<file path="src/rtl/exc_ctrl.sv">
// exc_ctrl: M-stage exception/interrupt sequencer driving CP0 and the NPC redirect (optional BD handling: EXC_BD_EN)
module exc_ctrl #(
  parameter logic [31:0] HANDLER_ADDR = 32'h0000_4180,
  parameter int          FLUSH_CYCLES = 2
) (
  input  logic        Clk,
  input  logic        Reset,
  input  logic        ExcReqM,
  input  logic [4:0]  ExcCodeM,
  input  logic [31:0] PCM,
  input  logic        BDM,
  input  logic        EretM,
  input  logic [5:0]  HWInt,
  input  logic [31:0] SRIn,
  input  logic [31:0] EPCIn,
  output logic        CP0Req,
  output logic [4:0]  CP0ExcCode,
  output logic [31:0] CP0VPC,
  output logic        CP0BD,
  output logic        CP0EXLClr,
  output logic [5:0]  IPOut,
  output logic        FlushAll,
  output logic        NPCSel,
  output logic [31:0] NPC,
  output logic        Busy,
  output logic [7:0]  DropCnt
);
  typedef enum logic [2:0] {IDLE, TAKE, FLUSH, REDIR, RET} state_t;
  state_t state, state_nx;
  logic [3:0] cnt;
  logic [4:0] code;
  logic [31:0] vpc;
  logic int_pend, exc_pend, idle;
  logic unused_bits;
  assign idle     = state == IDLE;
  assign int_pend = |(IPOut & SRIn[15:10]) & SRIn[0] & ~SRIn[1];
  assign exc_pend = ExcReqM & ~SRIn[1];
`ifdef EXC_BD_EN
  logic bd;
  assign unused_bits = ^{SRIn[31:16], SRIn[9:2]};
`else
  assign unused_bits = ^{SRIn[31:16], SRIn[9:2], BDM};
`endif
  // state register
  always_ff @(posedge Clk or negedge Reset)
    if (!Reset) state <= IDLE;
    else state <= state_nx;
  // next-state: arbitrate in IDLE, then walk the fixed flush window
  always_comb begin
    state_nx = state;
    case (state)
      IDLE:    state_nx = (int_pend || exc_pend) ? TAKE : EretM ? RET : IDLE;
      TAKE:    state_nx = FLUSH;
      FLUSH:   state_nx = cnt == 4'd0 ? REDIR : FLUSH;
      default: state_nx = IDLE;
    endcase
  end
  // interrupt sampling, flush counter, latched CP0 payload and drop counter
  always_ff @(posedge Clk or negedge Reset)
    if (!Reset) begin
      IPOut   <= '0;
      cnt     <= '0;
      code    <= '0;
      vpc     <= '0;
      DropCnt <= '0;
`ifdef EXC_BD_EN
      bd      <= 1'b0;
`endif
    end else begin
      IPOut <= HWInt;
      cnt   <= state == TAKE ? 4'(FLUSH_CYCLES - 1) : state == FLUSH ? cnt - 4'd1 : cnt;
      if (idle && (int_pend || exc_pend)) begin
        code <= int_pend ? 5'd0 : ExcCodeM;
`ifdef EXC_BD_EN
        vpc  <= BDM ? PCM - 32'd4 : PCM;
        bd   <= BDM;
`else
        vpc  <= PCM;
`endif
      end
      if (idle && ExcReqM && SRIn[1] && DropCnt != 8'hFF) DropCnt <= DropCnt + 8'd1;
    end
  // state-decoded outputs
  always_comb begin
    CP0Req     = state == TAKE;
    CP0EXLClr  = state == RET;
    FlushAll   = state == TAKE || state == FLUSH || state == RET;
    NPCSel     = state == REDIR || state == RET;
    NPC        = state == REDIR ? HANDLER_ADDR : state == RET ? EPCIn : 32'd0;
    Busy       = !idle;
    CP0ExcCode = code;
    CP0VPC     = vpc;
`ifdef EXC_BD_EN
    CP0BD      = bd;
`else
    CP0BD      = 1'b0;
`endif
  end
endmodule

</file>
<file path="config.mk">
export PLATFORM = sky130hd
export DESIGN_NAME = exc_ctrl
export DESIGN_NICKNAME = d
export VERILOG_FILES = /design/src/rtl/exc_ctrl.sv
export SDC_FILE = /design/constraint.sdc
export NUM_CORES = 1
export LEC_CHECK = 0
export BUFFER_PORTS_ARGS = -buffer_cell sky130_fd_sc_hd__buf_2
export CORE_MARGIN = 3
export CORE_UTILIZATION = 30
export DETAILED_ROUTE_END_ITERATION = 10
export PLACE_DENSITY = 0.64
export SLEW_MARGIN = 20
export SYNTH_ARGS = -nofsm -noshare
export SYNTH_HDL_FRONTEND = slang
export SYNTH_SLANG_ARGS = --single-unit
</file>
<file path="constraint.sdc">
create_clock -name Clk -period 2.61 [get_ports Clk]
set_clock_uncertainty 0.05 [all_clocks]
set_input_delay 0.1305 -clock Clk [delete_from_list [all_inputs] [get_ports Clk]]
set_output_delay 0.1305 -clock Clk [all_outputs]
set_load 0.005 [all_outputs]
</file>
---- After elaboration in Yosys (flattened, before gate mapping) ----
Cells that the tools add are included.
word-level totals
  register bits ........................... 58
  logic and storage cells ................. 40
operators by class
  add/sub/neg operators ................... 2
  eq/ne operators ......................... 5
  multiplexer cells ....................... 9
  bitwise logic cells ..................... 5
  reduce and logical (&&, ||, !) cells .... 13
operator list
  cell                 number
  $mux 32              2
  $pmux 3 s3           1
  $add 8x1->8 const B  1
  $mux 4               2
  $ne 8x8->1 const B   1
  $and 6x6->6          1
  $eq 3x2->1 const B   2
  $mux 3               2
  $reduce_or 6->1      1
  $mux 5               1
  $logic_and 1x1->1    4
  $logic_not 4->1      1
  $logic_or 1x1->1     4
  $sub 4x1->4 const B  1
  $and 1x1->1          3
  $eq 3x1->1 const B   1
  $eq 3x3->1 const B   1
  $logic_not 3->1      1
  $reduce_bool 2->1    1
  $logic_not 1->1      1
  $mux 1               1
  $not 1->1            1

---- Longest topological paths before layout ----
Gate-level depths: netlist of the first run.
  depth in word-level cells ............... 7
  depth in mapped cells ................... 7
  depth with buffers taken out ............ 5

---- Least setup slack after synthesis of the first run ----
No wires, ideal clock.
  path type ............................... reg2reg
  start ................................... register state[2]
  end ..................................... register vpc[0], in the netlist CP0VPC[0]
  setup time .............................. 125 ps
  arrival time ............................ 1525 ps
  data required time ...................... 2435 ps
  slack ................................... 910 ps
  cell stages (with the launch flop) ...... 8
  path buffers ............................ 2
  clock period less this slack ............ 1700 ps
  path through ............................ dfrtp_1 > nor3_4 > inv_2 > nor3_2 > o21ai_1 > buf_6 > buf_6 > mux2_4
on the way
  cells in the longest elaborated chain, start to end .. 2
RTL lines
  what                    RTL line  RTL
  start, declared         29        state_t state, state_nx;
  start signal, assigned  47        else state <= state_nx;
  $logic_not 3->1         35        assign idle = state == IDLE;
  $logic_and 1x1->1       72        if (idle && (int_pend || exc_pend)) begin
  end signal, assigned    64        vpc <= '0;
  end signal, assigned    78        vpc <= PCM;
  end, declared           32        logic [31:0] vpc;
No other way between the ends.
A chain may end at the register's enable or synchronous reset.

---- Final worst setup path of the first run ----
  start ................................... register IPOut[3]
  end ..................................... register vpc[21], in the netlist CP0VPC[21]
on the way
  cells in the longest elaborated chain, start to end .. 6
RTL lines
  what                       RTL line  RTL
  start, declared            21        output logic [5:0] IPOut,
  start signal, assigned     70        IPOut <= HWInt;
  $and 6x6->6                36        assign int_pend = |(IPOut & SRIn[15:10]) & SRIn[0] & ~SRIn[1];
  $reduce_or 6->1            36
  $and 1x1->1 (2 in series)  36
  $logic_or 1x1->1           72
  $logic_and 1x1->1          72
No other way between the ends.

==> results of run 1 <==
state kept, by name, summed over array words and instances (netlist names):
name / count
CP0VPC: 32
DropCnt: 8
IPOut: 6
CP0ExcCode: 5
cnt: 4
state: 3
layout make-up:
| cell class | instances | area share (%) |
|---|---|---|
| Inverter | 12 | 1.054 |
| Multi-Input combinational cell | 128 | 25.31 |
| Sequential cell | 58 | 33.98 |
| Tap cell | 105 | 3.076 |
| Timing Repair Buffer | 224 | 31.81 |
| Clock buffer | 10 | 3.222 |
| Clock inverter | 6 | 1.552 |
worst register-to-register path: cells and delay by family (launching register included):
family	cells	cell delay [ps]
AO/OA/AOI/OAI	2	520
multiplexers	1	410
flip-flops	1	370
buffers and inverters	1	370
AND/OR/NAND/NOR	1	210
layer usage:
layer | GRT usage, % | up-vias
li1 | - | 1162
met1 | 17.29 | 1113
met2 | 28.15 | 133
met3 | 5.610 | 11
met4 | 4.622 | 2
met5 | 0 | -
worst max path at each step:
stage / from / endpoint / cells after the start
2_1_floorplan: state[2]$_DFF_PN0_ / CP0VPC[0]$_DFFE_PN0P_ / 7
3_3_place_gp: IPOut[3]$_DFF_PN0_ / CP0VPC[14]$_DFFE_PN0P_ / 5
3_5_place_dp: IPOut[4]$_DFF_PN0_ / CP0VPC[18]$_DFFE_PN0P_ / 5
4_1_cts: IPOut[4]$_DFF_PN0_ / CP0VPC[18]$_DFFE_PN0P_ / 5
5_1_grt: IPOut[4]$_DFF_PN0_ / CP0VPC[23]$_DFFE_PN0P_ / 5
6_report: IPOut[3]$_DFF_PN0_ / CP0VPC[21]$_DFFE_PN0P_ / 5
what timing repair did:
item,CTS,global route
hold endpoints to repair,70,0
buffers inserted,0,0
hold buffers,45,0
stage by stage:
step | total power [mW] | cell area [sq um] | hold slack, ps
finish | 3.843 | 4272 | 100.4
CTS | 3.890 | 4272 | 81.79
detailed placement | 2.977 | 3617 | 135.5
floorplan | 2.314 | 2619 | -215.1
global route | 4.130 | 4272 | 99.26
global placement | 2.929 | 3617 | 141.4
cell usage in the layout, fill, tap and decap left out, types with 2 or more instances in the layout:
| master | netlist | final |
|---|---|---|
| nand2_1 | 10 | 10 |
| xnor2_1 | 3 | 3 |
| clkbuf_8 | 0 | 10 |
| dlygate4sd3_1 | 0 | 45 |
| clkinvlp_4 | 0 | 3 |
| nor3_1 | 2 | 2 |
| a22oi_1 | 3 | 3 |
| buf_2 | 1 | 174 |
| nand4_1 | 4 | 4 |
| inv_1 | 11 | 11 |
| nor2_1 | 5 | 5 |
| dfrtp_1 | 58 | 58 |
| mux2_2 | 19 | 19 |
| mux2i_1 | 6 | 6 |
| and2_1 | 29 | 29 |
| ha_1 | 2 | 2 |
| a21oi_1 | 2 | 2 |
| nand3_1 | 3 | 3 |
| a21o_1 | 3 | 3 |
| buf_4 | 1 | 5 |
| xor2_1 | 4 | 4 |
| mux2_4 | 14 | 14 |
power breakdown:
group          internal, mW  leakage (nW)  switching [mW]  total, mW
Sequential             1.28         0.701           0.258       1.54
Clock                 0.466        0.0945           0.372      0.838
Combinational         0.868          1.56           0.602       1.47
cell families (layout without fill, tap and decap cells):
kind of cell             Yosys count  in the layout  synth area share (%)
multiplexers                      39             39                 18.49
other                              1              1                0.1432
adder cells (fa/ha/maj)            2              2                0.9554
buffers and inverters             20            252                 3.918
XOR/XNOR                           7              7                 2.341
AND/OR/NAND/NOR                   63             63                 14.19
flip-flops                        58             58                 55.42
AO/OA/AOI/OAI                     16             16                 4.539
==> results.md, run 1 <==
* Type of the worst setup path: reg2reg
* Fin crit share at 78.25%
* Critical path launch point type: register
* Placed Cells at 482
* Reg2reg start: IPOut[3]$_DFF_PN0_
* Port Buffers at 174
* Hold Path Depth at 2
* Register area at 0.001451 sq mm
* Metal3 WL at 830 um
* Chip height at 99.43 um
* Area occupied by multi-input gates at 0.001081 sq mm
* Wl on met1 at 2905 um
* Worst Setup End Kind: register
* H-Tree Level Count at 3
* IO Count at 201
* Slowest stage delay, CP at 390 ps
* CP max FO at 26
* ANT nets after route at 0
* Register bit total from synthesis at 58
* EDFF count, synth at 0
* Cell Area, Synth at 0.002619 sq mm
* Fin nets at 547
* Async S/R FF share, synth at 100.0%
* P&R area growth vs syn at 63.12%
* Worst Tran Pin Value at 636.2 ps
* Fillers at 768
* Final setup violation count at 0
* Syn nets at 320
* YS warnings at 0
* Final WS setup at 567.7 ps
* Finished Layout Cells at 543
* Residual DRC at 0
* Crit path DAT at 2200 ps
* Drt total wl at 7633 um
* WP data required at 2770 ps
* Total Routing Usage GR at 15.65%
* Largest cells by area after synthesis: dfrtp_1 (55%), mux2_2 (8.2%), mux2_4 (8.0%)
* Slew headroom at 57.59%
* Count of different cell masters after synthesis at 40
* Initial antenna violation count at 1
* Total number of vias at 2421
* DRT Pass-1 Iters at 4
* Global-route wire length before repair at 12310 um
* Max_cap viols at 0
* Largest net degree at the start of global routing at 36
* Final Util at 51.22%
* Fin Setup TNS at 0 ps
* Root Buffer: clkbuf_8
* Reg2Reg Depth at 5
* Syn Area/Cell at 12.71 sq um
* Pwr dens at 899.7 mW/mm^2
* TritonCTS clock tree: built
* Wire per inst at 14.06 um
* Pre-CTS setup slack at 566.0 ps
* DRT iter0 DRCs at 47
* Post-synth top flop: dfrtp_1
* # diodes at 0
* Hold Fails Final Rpt at 0
* Hold Path Class: in2reg
* Fin crit period at 2042 ps
* Register area share after synthesis at 55.42%
* Worst VDD drop at 0.0005067 V
* Hpwl dp at 5551 um
* Vias per cell at 4.459
* Core footprint at 0.008341 sq mm
* Most common cell in the netlist: dfrtp_1
* Status: finished, final reports clean
* CP Cell Sequence: a22oi_1, nand3_1, o21ai_4, buf_4, mux2_2
* R2R Path End: CP0VPC[21]$_DFFE_PN0P_
* Delay-heaviest family, CP: compound AO/OA/AOI/OAI gates
* Fmax at 489.6 MHz
* Clock transition at path regs at 60 ps
* Post-cts gate resize count at 0
* Initial core utilization at 31.40%
* Uppermost routed layer: met5
* Pins over their slew limit at 0
* Cell taking the most area after synthesis: dfrtp_1
* Fraction of layout cells with a size suffix above 1 at 53.65%
* CP max-delay cell: mux2_2
* Critical path buffer and inverter count at 1
* Endpoint, Worst Hold: state[2]$_DFF_PN0_
* Post-synth top cells: dfrtp_1 (58), and2_1 (29), mux2_2 (19)
* RSZ-0062 raised after global routing: no
* Die Wd at 99.43 um
* Mapped Cells at 206
* Grt total ovfl at 0
* Rows at 33
* DIE AREA at 0.009886 sq mm
* Worst hold start: SRIn[1]
* Total CTS buffers at 9
* Worst-Skew Late Latency at 330 ps
* Worst reg2reg setup slack at 570 ps
* Clock Sinks at 58
* Cell leakage power at 2.353 nW
* Top-area cell type share of the netlist area at 55.42%
* Routability cong. at 0.7643
* WL met2 at 3801 um
* CTS max path bufs at 2
* Vias in the first global route at 2566
(Power assumes the default switching activity.)
==> inputs of run 2 (changes only) <==
--- a/config.mk
+++ b/config.mk
@@ -5,11 +5,12 @@
 export SDC_FILE = /design/constraint.sdc
 export NUM_CORES = 1
 export LEC_CHECK = 0
+export ABC_AREA = 1
 export BUFFER_PORTS_ARGS = -buffer_cell sky130_fd_sc_hd__buf_2
 export CORE_MARGIN = 3
 export CORE_UTILIZATION = 30
 export DETAILED_ROUTE_END_ITERATION = 10
-export PLACE_DENSITY = 0.64
+export PLACE_DENSITY = 0.63
 export SLEW_MARGIN = 20
 export SYNTH_ARGS = -nofsm -noshare
 export SYNTH_HDL_FRONTEND = slang
==> constraint.sdc (replaced) <==
create_clock -name Clk -period 2 [get_ports Clk]
set_clock_uncertainty 0.05 [all_clocks]
set_input_delay 0.1 -clock Clk [delete_from_list [all_inputs] [get_ports Clk]]
set_output_delay 0.1 -clock Clk [all_outputs]
set_load 0.005 [all_outputs]
==> run 2 against run 1 <==
Net effect:
- combinational power rose by 31%
- register-to-register slack got worse by 180 ps
- clock-buffer cell count rose by 2
- sequential cell count did not move
- area after synthesis rose by 5.0%
- non-clock buffer count rose by 3
- sequential share of layout area fell by 0.96 points
- worst setup slack got worse by 420 ps
==> results.md, run 2 <==
* Mapped Cells at 349 (+69%)
* Total number of vias at 2998 (+24%)
* Wire per inst at 12.93 um (-8.0%)
* Fillers at 868 (+13%)
* WP data required at 1850 ps (-920 ps)
* Clock transition at path regs at 60 ps (about the same)
* Largest register FFs at 32 (unchanged)
* WHS at 81.87 ps (-18.55 ps)
* Fin Setup TNS at 0 ps (unchanged)
* Register bit total from synthesis at 58 (unchanged)
* Uppermost routed layer: met4
* Core footprint at 0.008806 sq mm (+5.6%)
* Fmax at 540.1 MHz
* Type of the worst setup path: reg2out
* Hold Fails Final Rpt at 0 (unchanged)
* Wl on met1 at 3396 um (+17%)
* Total power draw at 4.903 mW (+28%)
* Area occupied by multi-input gates at 0.001015 sq mm (-6.1%)
* Worst Setup End Kind: output pin
* Top-area cell type share of the netlist area at 52.80% (-2.6 points)
* Chip height at 101.7 um (+2.3%)
* Final setup violation count at 0 (unchanged)
* Crit path DAT at 1700 ps (-500 ps)
* Total CTS buffers at 9 (unchanged)
* Fin crit share at 92.58%
* # diodes at 0 (unchanged)
* Grt total ovfl at 0 (unchanged)
* Rows at 34 (+3.0%)
* Clock Sinks at 58 (unchanged)
* Post-synth top flop: dfrtp_1
* Max_cap viols at 0 (unchanged)
* Status: finished, final reports clean
* Syn nets at 463 (+45%)
* Pins over their slew limit at 0 (unchanged)
* Commonest non-fill, non-tap cells in the layout: buf_2 (174), nand2_1 (118), dfrtp_1 (58)
* Syn Area/Cell at 7.876 sq um (-38%)
* Cell leakage power at 2.652 nW (+13%)
* CP max FO at 16 (-38%)
* Register area share after synthesis at 52.80% (-2.6 points)
* ANT nets after route at 0 (unchanged)
* RSZ-0062 raised after global routing: no
* Final Util at 49.91% (-1.3 points)
* Commonest non-fill, non-tap cell in the layout: buf_2
* Hold Path Class: in2reg
* DIE AREA at 0.01035 sq mm (+4.7%)
* Cell Area, Synth at 0.002749 sq mm (+5.0%)
* Pre-CTS setup slack at 283.3 ps (-282.7 ps)
* Register area at 0.001451 sq mm (unchanged)
* IO Count at 201 (unchanged)
* Worst-Skew Late Latency at 320 ps (about the same)
* Post-route cell area at 0.004395 sq mm (+2.9%)
* Root Buffer: clkbuf_8
* Largest cells by area after synthesis: dfrtp_1 (53%), nand2_1 (16%), nand3_1 (7.1%)
* Post-synth top cells: nand2_1 (118), dfrtp_1 (58), inv_1 (46)
* Pwr dens at 1115 mW/mm^2 (+24%)
* Finished Layout Cells at 685 (+26%)
* Port Buffers at 174 (unchanged)
* Count of different cell masters after synthesis at 24 (-40%)
* CTS max path bufs at 2 (unchanged)
* Final WS setup at 148.3 ps (-419.4 ps)
* Post-DP Area at 0.003700 sq mm (+2.3%)
* Placed Cells at 620 (+29%)
* Fraction of layout cells with a size suffix above 1 at 36.40% (-17 points)
* Cell taking the most area after synthesis: dfrtp_1
* DRT iter0 DRCs at 79 (+68%)
* Vias in the first global route at 2879 (+12%)
* Largest net degree at the start of global routing at 39 (+8.3%)
* Initial core utilization at 31.22% (-0.18 points)
* WL met2 at 4685 um (+23%)
* Hpwl dp at 6220 um (+12%)
* Fin crit period at 1852 ps
* H-Tree Level Count at 3 (unchanged)
* Critical path launch point type: register
* Residual DRC at 0 (unchanged)
* Total Routing Usage GR at 16.90% (+1.2 points)
* Worst VDD drop at 0.0005326 V (+5.1%)
* Global-route wire length before repair at 13520 um (+9.9%)
* Metal3 WL at 704 um (-15%)
* Async S/R FF share, synth at 100.0% (unchanged)
* Most common cell in the netlist: nand2_1
* EDFF count, synth at 0 (unchanged)
* DRT Pass-1 Iters at 5 (+1)
* Drt total wl at 8859 um (+16%)
* P&R area growth vs syn at 59.90%
* Routability cong. at 0.7965 (+4.2%)
* YS warnings at 0 (unchanged)
* Die Wd at 101.7 um (+2.3%)
* TritonCTS clock tree: built
* Initial antenna violation count at 0 (-1)
* Fin nets at 686 (+25%)
* Vias per cell at 4.377 (-1.8%)
## run 2: cell types whose count changed in the layout (fill, tap and decap cells not counted), moves of 5 or more
cell | before | now
inv_1 | 11 | 44
mux2i_1 | 6 | 0
o21ai_0 | 1 | 6
nand2_1 | 10 | 118
and2_1 | 29 | 0
nor2_1 | 5 | 38
mux2_4 | 14 | 0
nand3_1 | 3 | 39
mux2_2 | 19 | 0
## run 2: cells by family (layout without fill, tap and decap cells)
family | count (synthesis) | in the layout | synth area share (%)
simple gates | 210 | 210 | 32.54
buf+inv | 65 | 293 | 10.51
flops | 58 | 58 | 52.80
compound gates | 8 | 8 | 1.502
xor+xnor | 5 | 5 | 1.593
fa+ha+maj | 2 | 2 | 0.9102
other cells | 1 | 1 | 0.1364
## run 2: final timing paths
kind	startpoint	endpoint	slack [ps]	depth (start not counted)
max reg2reg	IPOut[2]$_DFF_PN0_	CP0VPC[25]$_DFFE_PN0P_	390	10
max in group asynchronous	Reset	CP0VPC[26]$_DFFE_PN0P_	1130	3
max	state[2]$_DFF_PN0_	NPC[31]	150	6
min	SRIn[1]	CP0ExcCode[0]$_DFFE_PN0P_	80	4
min reg2reg	cnt[3]$_DFFE_PN0P_	state[0]$_DFF_PN0_	410	1
min in group asynchronous	Reset	DropCnt[4]$_DFFE_PN0P_	130	2
## run 2: report_power, final
group,switching [mW],internal (mW),total (mW),leakage [nW]
combinational,1.08,0.840,1.92,1.82
sequential,0.282,1.61,1.89,0.729
clock,0.448,0.641,1.09,0.0986
total,1.81,3.09,4.90,2.65
## run 2: what timing repair did
| item | 4_1_cts | 5_1_grt |
|---|---|---|
| cloned | 1 | 0 |
| setup endpoints to repair | 31 | 13 |
| setup buffers | 2 | 1 |
| pin swaps | 0 | 1 |
| hold buffers | 45 | 0 |
| hold endpoints to repair | 93 | 0 |
| gates resized for setup | 3 | 1 |
## run 2: worst max-delay path: stages (launching register included)
cell and delay [ps]:
dfrtp_1 380, inv_2 80, nor3_4 340, clkinvlp_4 130, buf_4 200, nor2_1 110, buf_2 120
## run 2: cell type report
cell class | count | area share [%]
Inverter | 49 | 4.270
Sequential cell | 58 | 33.02
Clock inverter | 4 | 1.139
Timing Repair inverter | 1 | 0.1708
Multi-Input combinational cell | 226 | 23.09
Tap cell | 108 | 3.074
Timing Repair Buffer | 227 | 31.71
Clock buffer | 12 | 3.530
## run 2: metal layers
| layer | vias to the layer above | global-route usage (%) |
|---|---|---|
| li1 | 1505 | - |
| met1 | 1368 | 17.23 |
| met2 | 116 | 32.95 |
| met3 | 9 | 5.716 |
| met4 | 0 | 3.681 |
| met5 | - | 0 |
==> inputs of run 3 (changes only) <==
--- a/config.mk
+++ b/config.mk
@@ -5,12 +5,11 @@
 export SDC_FILE = /design/constraint.sdc
 export NUM_CORES = 1
 export LEC_CHECK = 0
-export ABC_AREA = 1
 export BUFFER_PORTS_ARGS = -buffer_cell sky130_fd_sc_hd__buf_2
-export CORE_MARGIN = 3
 export CORE_UTILIZATION = 30
 export DETAILED_ROUTE_END_ITERATION = 10
-export PLACE_DENSITY = 0.63
+export MAX_ROUTING_LAYER = met4
+export PLACE_DENSITY = 0.64
 export SLEW_MARGIN = 20
 export SYNTH_ARGS = -nofsm -noshare
 export SYNTH_HDL_FRONTEND = slang
==> run 3 against run 2 <==
Net effect:
- cell count is 21% lower
- critical endpoint is now CP0VPC[19]$_DFFE_PN0P_
- clock-buffer cell count is 1 lower
- first-iteration DRC count is 34% lower
- via count is 20% lower
- fmax is 2.7% lower
- final area is 2.4% lower
- highest routed layer unchanged
- critical path depth is 1 lower
==> results.md, run 3 (synthesized netlist as in run 1, its figures left out) <==
* Crit. Startpoint: IPOut[1]$_DFF_PN0_
* Final setup violation count at 0 (unchanged)
* Commonest non-fill, non-tap cells in the layout: buf_2 (174), dfrtp_1 (58), dlygate4sd3_1 (45)
* DRT iter0 DRCs at 52 (-34%)
* Rows at 33 (-2.9%)
* Final WS setup at 97.64 ps (-50.70 ps)
* Cell leakage power at 2.372 nW (-11%)
* Fin crit period at 1902 ps (+50.70 ps)
* Total number of vias at 2397 (-20%)
* Fin Setup TNS at 0 ps (unchanged)
* Type of the worst setup path: reg2reg
* Drt total wl at 7153 um (-19%)
* Routability cong. at 0.7288 (-8.5%)
* Residual DRC at 0 (unchanged)
* Vias per cell at 4.414 (+0.86%)
* Hpwl dp at 4969 um (-20%)
* Reg2Reg Depth at 5 (-5)
* # diodes at 0 (unchanged)
* Crit path to: CP0VPC[19]$_DFFE_PN0P_
* Pwr dens at 1170 mW/mm^2 (+4.9%)
* Total Routing Usage GR at 16.30% (-0.59 points)
* Initial core utilization at 31.40% (+0.18 points)
* Worst Setup End Kind: register
* Setup Fix Bufs, Post-CTS at 0 (-2)
* DRT Pass-1 Iters at 4 (-1)
* Total CTS buffers at 9 (unchanged)
* Hold Path Class: in2reg
* Post-route cell area at 0.004288 sq mm (-2.4%)
* Chip height at 95.43 um (-6.2%)
* H-Tree Level Count at 3 (unchanged)
* CP max FO at 11 (-5)
* Worst VDD drop at 0.0005887 V (+11%)
* Pins over their slew limit at 0 (unchanged)
* Post-DP Area at 0.003642 sq mm (-1.6%)
* Port Buffers at 174 (unchanged)
* ANT nets after route at 0 (unchanged)
* P&R area growth vs syn at 63.74%
* Grt total ovfl at 0 (unchanged)
* DIE AREA at 0.009107 sq mm (-12%)
* Final Util at 51.41% (+1.5 points)
* Initial antenna violation count at 0 (unchanged)
* Worst reg2reg setup slack at 100 ps (-290 ps)
* Max_cap viols at 0 (unchanged)
* Largest register FFs at 32 (unchanged)
* Placed Cells at 482 (-22%)
* Vias in the first global route at 2336 (-19%)
* Fin crit share at 95.12% (+2.5 points)
* Pre-CTS setup slack at 113.0 ps (-170.3 ps)
* R2R Path End: CP0VPC[19]$_DFFE_PN0P_
* Wire per inst at 13.17 um (+1.9%)
* Fmax at 525.7 MHz (-2.7%)
* Fin nets at 547 (-20%)
* Hold Fails Final Rpt at 0 (unchanged)
* Worst-Skew Late Latency at 320 ps (about the same)
* Largest net degree at the start of global routing at 37 (-5.1%)
* Commonest non-fill, non-tap cell in the layout: buf_2
* Status: finished, final reports clean
* Hold Path Depth at 2 (-2)
* TritonCTS clock tree: built
* Fraction of layout cells with a size suffix above 1 at 53.42% (+17 points)
* Slew headroom at 63.60%
* Finished Layout Cells at 543 (-21%)
* Clock transition at path regs at 70 ps (about the same)
* Clock Sinks at 58 (unchanged)
* Core footprint at 0.008341 sq mm (-5.3%)
* Root Buffer: clkbuf_8
* CTS max path bufs at 2 (unchanged)
* WP data required at 2160 ps (+310 ps)
* RSZ-0062 raised after global routing: no
* Reg2reg start: IPOut[1]$_DFF_PN0_
* IO Count at 201 (unchanged)
* Crit path DAT at 2070 ps (+370 ps)
* Die Wd at 95.43 um (-6.2%)
* Global-route wire length before repair at 10610 um (-22%)
* Worst Tran Pin Value at 546.0 ps
* Critical path launch point type: register
==> run 3: changes by cell type in the layout (fill, tap and decap cells not counted), moves of 4 or more <==
| cell | change |
|---|---|
| nand2_1 | -108 |
| nand3_1 | -36 |
| inv_1 | -33 |
| nor2_1 | -33 |
| and2_1 | +29 |
| mux2_2 | +19 |
| mux2_4 | +14 |
| mux2i_1 | +6 |
| o21ai_0 | -5 |
| buf_4 | -4 |
| clkinvlp_4 | -4 |
==> run 3: worst max-delay path: stages (launching register included) <==
cell and delay [ps]:
dfrtp_1 380, a22oi_1 320, nand3_1 200, o21ai_4 210, buf_4 260, mux2_2 360
==> run 3: how the worst min path moves through the flow <==
stage,slack (ps),start,endpoint
2_1_floorplan,-250,Reset,CP0ExcCode[0]$_DFFE_PN0P_
3_3_place_gp,60,Reset,CP0VPC[24]$_DFFE_PN0P_
3_5_place_dp,70,Reset,CP0VPC[24]$_DFFE_PN0P_
4_1_cts,50,SRIn[1],state[2]$_DFF_PN0_
5_1_grt,60,SRIn[1],state[2]$_DFF_PN0_
6_report,80,SRIn[1],state[2]$_DFF_PN0_
==> run 3: timing repair <==
action                                 in CTS  in global routing
endpoints found under the hold margin      66                  0
resized for setup                           0                  0
hold buffers                               45                  0
==> run 3: per-layer routing <==
metal	wire (um)	GRT usage (%)
met1	2793	17.48
met2	3621	28.75
met3	645	4.785
met4	92	5.348
met5	0	-
==> run 3: where the power goes <==
part	total, mW	switching (mW)	internal [mW]
Combinational	1.95	0.789	1.16
Clock	1.06	0.451	0.605
Sequential	2.01	0.340	1.67
Total	5.02	1.58	3.44
==> run 3: final cells by class <==
type	count	area, sq um
Fill cell	763	4053
Clock inverter	5	53.80
Tap cell	105	131.4
Inverter	12	45.04
Sequential cell	58	1451
Timing Repair Buffer	224	1384
Multi-Input combinational cell	128	1081
Clock buffer	11	141.4
==> run 3: stage by stage <==
step,power (mW),hold slack (ps)
after floorplan,3.019,-245.6
after global placement,3.861,62.10
after detailed placement,3.911,73.95
after CTS,5.074,52.47
after global routing,5.406,62.95
final,5.017,77.33
